$ cat config.mk
export PLATFORM = sky130hd
export DESIGN_NAME = cnt_sched
export DESIGN_NICKNAME = d
export VERILOG_FILES = /design/src/rtl/cnt_sched_pkg.sv /design/src/rtl/cnt_sched_arb.sv /design/src/rtl/cnt_sched.sv
export SDC_FILE = /design/constraint.sdc
export NUM_CORES = 1
export LEC_CHECK = 0
export CAP_MARGIN = 15
export CORE_MARGIN = 1
export CORE_UTILIZATION = 47
export DETAILED_ROUTE_END_ITERATION = 8
export PLACE_DENSITY = 0.89
export SKIP_CTS_REPAIR_TIMING = 1
export SKIP_LAST_GASP = 1
export SLEW_MARGIN = 20
export SYNTH_ARGS = -nofsm -noshare
export SYNTH_HDL_FRONTEND = slang
export SYNTH_SLANG_ARGS = --single-unit
$ cat constraint.sdc
create_clock -name clk_i -period 2.4 [get_ports clk_i]
set_input_delay 0.48 -clock clk_i [delete_from_list [all_inputs] [get_ports clk_i]]
set_output_delay 0.48 -clock clk_i [all_outputs]
set_load 0.005 [all_outputs]
$ cat src/rtl/cnt_sched_pkg.sv
// Shared types and constants for the counter-datapath scheduler.
package cnt_sched_pkg;

  localparam int NUM_REQ   = 2;
  localparam int LEN_W_DEF = 8;

  typedef enum logic [1:0] {
    IDLE  = 2'd0,
    GRANT = 2'd1,
    RUN   = 2'd2,
    FIN   = 2'd3
  } state_e;

endpackage

$ cat src/rtl/cnt_sched_arb.sv
// Two-way arbiter producing a one-hot winner. CNT_SCHED_RR_EN selects round-robin
// (with its last-served pointer); otherwise requester 0 has fixed priority.
module cnt_sched_arb
  import cnt_sched_pkg::*;
(
  input  logic               clk_i,
  input  logic               rst_ni,
  input  logic               upd_i,
  input  logic [NUM_REQ-1:0] req_i,
  output logic [NUM_REQ-1:0] win_o
);

`ifdef CNT_SCHED_RR_EN
  logic last_q;

  // On a tie the requester that was not served last wins.
  always_comb begin
    win_o = req_i;
    if (req_i == 2'b11) win_o = last_q ? 2'b01 : 2'b10;
  end

  always_ff @(posedge clk_i) begin
    if (!rst_ni)    last_q <= 1'b1;
    else if (upd_i) last_q <= win_o[1];
  end
`else
  logic unused;
  assign unused = ^{clk_i, rst_ni, upd_i};

  always_comb begin
    win_o = req_i;
    if (req_i[0]) win_o = 2'b01;
  end
`endif

endmodule

$ cat src/rtl/cnt_sched.sv
// Scheduler granting a shared counter datapath to one of two requesters for a
// programmable run length. Arbitration policy set by CNT_SCHED_RR_EN (see cnt_sched_arb).
module cnt_sched
  import cnt_sched_pkg::*;
#(
  parameter int LEN_W = LEN_W_DEF
) (
  input  logic               clk_i,
  input  logic               rst_ni,
  input  logic [NUM_REQ-1:0] req_i,
  input  logic [LEN_W-1:0]   len0_i,
  input  logic [LEN_W-1:0]   len1_i,
  input  logic               abort_i,
  output logic               slt_o,
  output logic               en_o,
  output logic [NUM_REQ-1:0] gnt_o,
  output logic [NUM_REQ-1:0] done_o,
  output logic               busy_o
);

  state_e             state_q;
  logic [LEN_W-1:0]   cnt_q, cnt_d;
  logic               slt_q, en_q, busy_q;
  logic [NUM_REQ-1:0] gnt_q, done_q;
  logic [NUM_REQ-1:0] win;
  logic               arb_upd;

  assign arb_upd = (state_q == IDLE) && (req_i != '0);
  assign cnt_d   = cnt_q - LEN_W'(1);

  cnt_sched_arb u_arb (
    .clk_i  (clk_i),
    .rst_ni (rst_ni),
    .upd_i  (arb_upd),
    .req_i  (req_i),
    .win_o  (win)
  );

  // Outputs are registered alongside the state so each reflects the state it is in.
  always_ff @(posedge clk_i) begin
    if (!rst_ni) begin
      state_q <= IDLE;
      cnt_q   <= '0;
      slt_q   <= 1'b0;
      en_q    <= 1'b0;
      gnt_q   <= '0;
      done_q  <= '0;
      busy_q  <= 1'b0;
    end else begin
      done_q <= '0;
      unique case (state_q)
        IDLE: begin
          if (req_i != '0) begin
            state_q <= GRANT;
            gnt_q   <= win;
            slt_q   <= win[1];
            busy_q  <= 1'b1;
            cnt_q   <= win[1] ? len1_i : len0_i;
          end
        end
        GRANT: begin
          if (abort_i) begin
            state_q <= IDLE;
            gnt_q   <= '0;
            busy_q  <= 1'b0;
            cnt_q   <= '0;
          end else if (cnt_q == '0) begin
            state_q <= FIN;
            gnt_q   <= '0;
            done_q  <= gnt_q;
          end else begin
            state_q <= RUN;
            en_q    <= 1'b1;
          end
        end
        RUN: begin
          if (abort_i) begin
            state_q <= IDLE;
            en_q    <= 1'b0;
            gnt_q   <= '0;
            busy_q  <= 1'b0;
            cnt_q   <= '0;
          end else begin
            // Counter holds remaining En cycles including this one; stops at zero.
            cnt_q <= cnt_d;
            if (cnt_q == LEN_W'(1)) begin
              state_q <= FIN;
              en_q    <= 1'b0;
              gnt_q   <= '0;
              done_q  <= gnt_q;
            end
          end
        end
        FIN: begin
          state_q <= IDLE;
          busy_q  <= 1'b0;
        end
        default: state_q <= IDLE;
      endcase
    end
  end

  assign slt_o  = slt_q;
  assign en_o   = en_q;
  assign gnt_o  = gnt_q;
  assign done_o = done_q;
  assign busy_o = busy_q;

endmodule

==> results.md <==
- Drt wl/cell: 13.3 um
- Crit path kind: register to register
- Antenna violations before repair: 0
- DIE AREA: 2450 um^2
- Clk sinks: 17
- Main synth FF type: dfxtp_1
- Vias in the first global route: 1030
- Final Hold Fails: 0
- Via density: 5.70
- First-pass GRT wire length: 4.38 mm
- Total number of H-tree levels: 1
- Multi-input logic area: 672 um^2
- IO Pins: 28
- Slew margin rel.: 0.652
- Crit path launch type: register
- Status: completed
- CTS buffer count: 3
- Syn Inst Count: 130
- Flop pwr share: 0.437
- I/O Buffers: 27
- Setup TNS: 0 ns
- Combinational share of power: 0.354
- Clk root buf: clkbuf_4
- # Max-Cap Violations: 0
- ANT nets after route: 0
- Core area: 2040 um^2
- Fraction of layout cells with a size suffix above 1: 0.0813
- Worst-Margin Slew: 0.517 ns
- Synthesized area per cell: 8.16 um^2
- Commonest non-fill, non-tap cell in the layout: clkdlybuf4s50_1
- Fin crit share: 0.881
- Drt pass-1 iters: 4
- Overall Global Routing Usage: 0.228
- Most frequent cells in the layout: clkdlybuf4s50_1, nor2_1, dfxtp_1, o21ai_0, mux2i_1
- EDFF count, synth: 0
- Synth Net Count: 158
- Starting density of the core: 0.520
- Final setup violation count: 0
- Total power draw: 773 uW
- Clk network pwr share: 0.209
- Req. time, crit path: 2.59 ns
- Worst Path Arrival: 2.30 ns
- Grt ovf: 0
- HPWL after DPL: 1.87 mm
- ANT cells: 0
- Hold Path Class: register to register
- CP max FO: 6
- Worst setup EP type: register
- P_leak: 0.000549 uW
- Final Wtd Congestion: 0.844
- Synth cell types: 30
- Final Max Slew Viols: 0
- Largest net degree at the start of global routing: 17
- Rows: 16
- RSZ-0062 raised after global routing: no
- Power per cell area: 552 nW/um^2
- Total vias in the final route: 1066
- Fin nets: 189
- Register area share after synthesis: 0.321
- Total Wirelength: 2.49 mm
- CTS tree: yes
- Max Clk Rate: 473 MHz
- Bufs on Longest Clock Path: 2
- Register area: 340 um^2
- YS warnings: 0
- Clk_skew: 0.00155 ns
- #FFs+latches synth: 17
- # DRC: 0
- Clk slew on worst S/H paths: 0.10 ns
- Worst VDD drop: 0.374 mV
- Sw Share: 0.334
- Synthesized area: 1060 um^2
- Period minus WS final: 2.12 ns
- Synth async-reset ratio: 0
- Clk_lat worst skew: 0.30 ns
- Die width: 49.5 um
- Initial DRC Count: 22
- Psw: 258 uW
- Area growth, synth to finish: 32.0%
- Die height: 49.5 um
- # fillers: 184
- Internal cell power: 514 uW
## kinds of logic after synthesis
family | Yosys count | share of synthesized area
AO/OA/AOI/OAI | 34 | 0.205
adder cells (fa/ha/maj) | 7 | 0.0825
buffers and inverters | 13 | 0.0460
flip-flops | 17 | 0.321
multiplexers | 11 | 0.104
AND/OR/NAND/NOR | 48 | 0.242
## worst max-delay path, stage by stage (launching register included)
cell and delay [ns]:
dfxtp_1 0.37, inv_1 0.08, ha_1 0.19, or3b_2 0.48, o21ai_2 0.14, or4b_4 0.50
mux2i_1 0.18, nor2_1 0.05
## per-layer routing
metal | part of all wire | vias to the layer above | global-route usage
met5 | 0 | - | 0
met4 | 0.014 | 0 | 0.0857
met3 | 0.054 | 5 | 0.0278
met2 | 0.51 | 38 | 0.427
met1 | 0.42 | 491 | 0.261
li1 | - | 532 | -
## registers in the layout, summed over array words and instances (netlist names)
register and flops:
done_o 2, busy_o 1, gnt_o 2, slt_o 1
state_q 2, en_o 1, cnt_q 8
## metrics by stage
| step | hold slack [ns] | setup slack [ns] | instances | util | instance area [um^2] |
|---|---|---|---|---|---|
| after detailed placement | 0.441 | 0.199 | 183 | 0.672 | 1370 |
| after global placement | 0.440 | 0.275 | 183 | 0.672 | 1370 |
| after floorplan | 0.438 | 0.462 | 130 | - | 1060 |
| final | 0.455 | 0.285 | 187 | 0.686 | 1400 |
| after CTS | 0.457 | 0.282 | 187 | 0.686 | 1400 |
| after global routing | 0.468 | 0.178 | 187 | 0.686 | 1400 |
## final cells by class
type | count | area share
Multi-Input combinational cell | 100 | 0.480
Inverter | 9 | 0.0241
Clock buffer | 3 | 0.0161
Tap cell | 27 | 0.0241
Sequential cell | 17 | 0.243
Clock inverter | 1 | 0.00357
Timing Repair Buffer | 30 | 0.209
## final timing paths
path / start / endpoint / slack (ns) / cells after the start
worst max-delay path: cnt_q[0] / gnt_o[1] / 0.28 / 7
worst min-delay path: gnt_o[1] / done_o[1] / 0.46 / 2
worst max register to register: cnt_q[0] / gnt_o[1] / 0.28 / 7
worst min register to register: gnt_o[1] / done_o[1] / 0.46 / 2
## cell usage after synthesis, types with 2 or more instances
library cell	count	area share
clkbuf_1	4	0.014
nor2b_1	6	0.035
mux2i_1	11	0.10
o221ai_1	2	0.017
dfxtp_1	17	0.32
o22ai_1	3	0.018
a21oi_1	3	0.014
nor3_1	4	0.019
nor4_1	3	0.018
a22oi_1	6	0.042
nor2_1	20	0.071
nand2_1	5	0.018
o21ai_0	13	0.061
o32ai_1	2	0.017
nor3b_1	2	0.014
inv_1	9	0.032
ha_1	7	0.083
## power groups by stage
stage | clock network (uW) | registers (uW) | logic [uW]
final | 162 | 337 | 273
after global routing | 179 | 342 | 303
after CTS | 164 | 337 | 272
after detailed placement | 0 | 343 | 271
after global placement | 0 | 342 | 264
after floorplan | 0 | 338 | 177
Note: power is estimated with default switching activity, not from simulation.
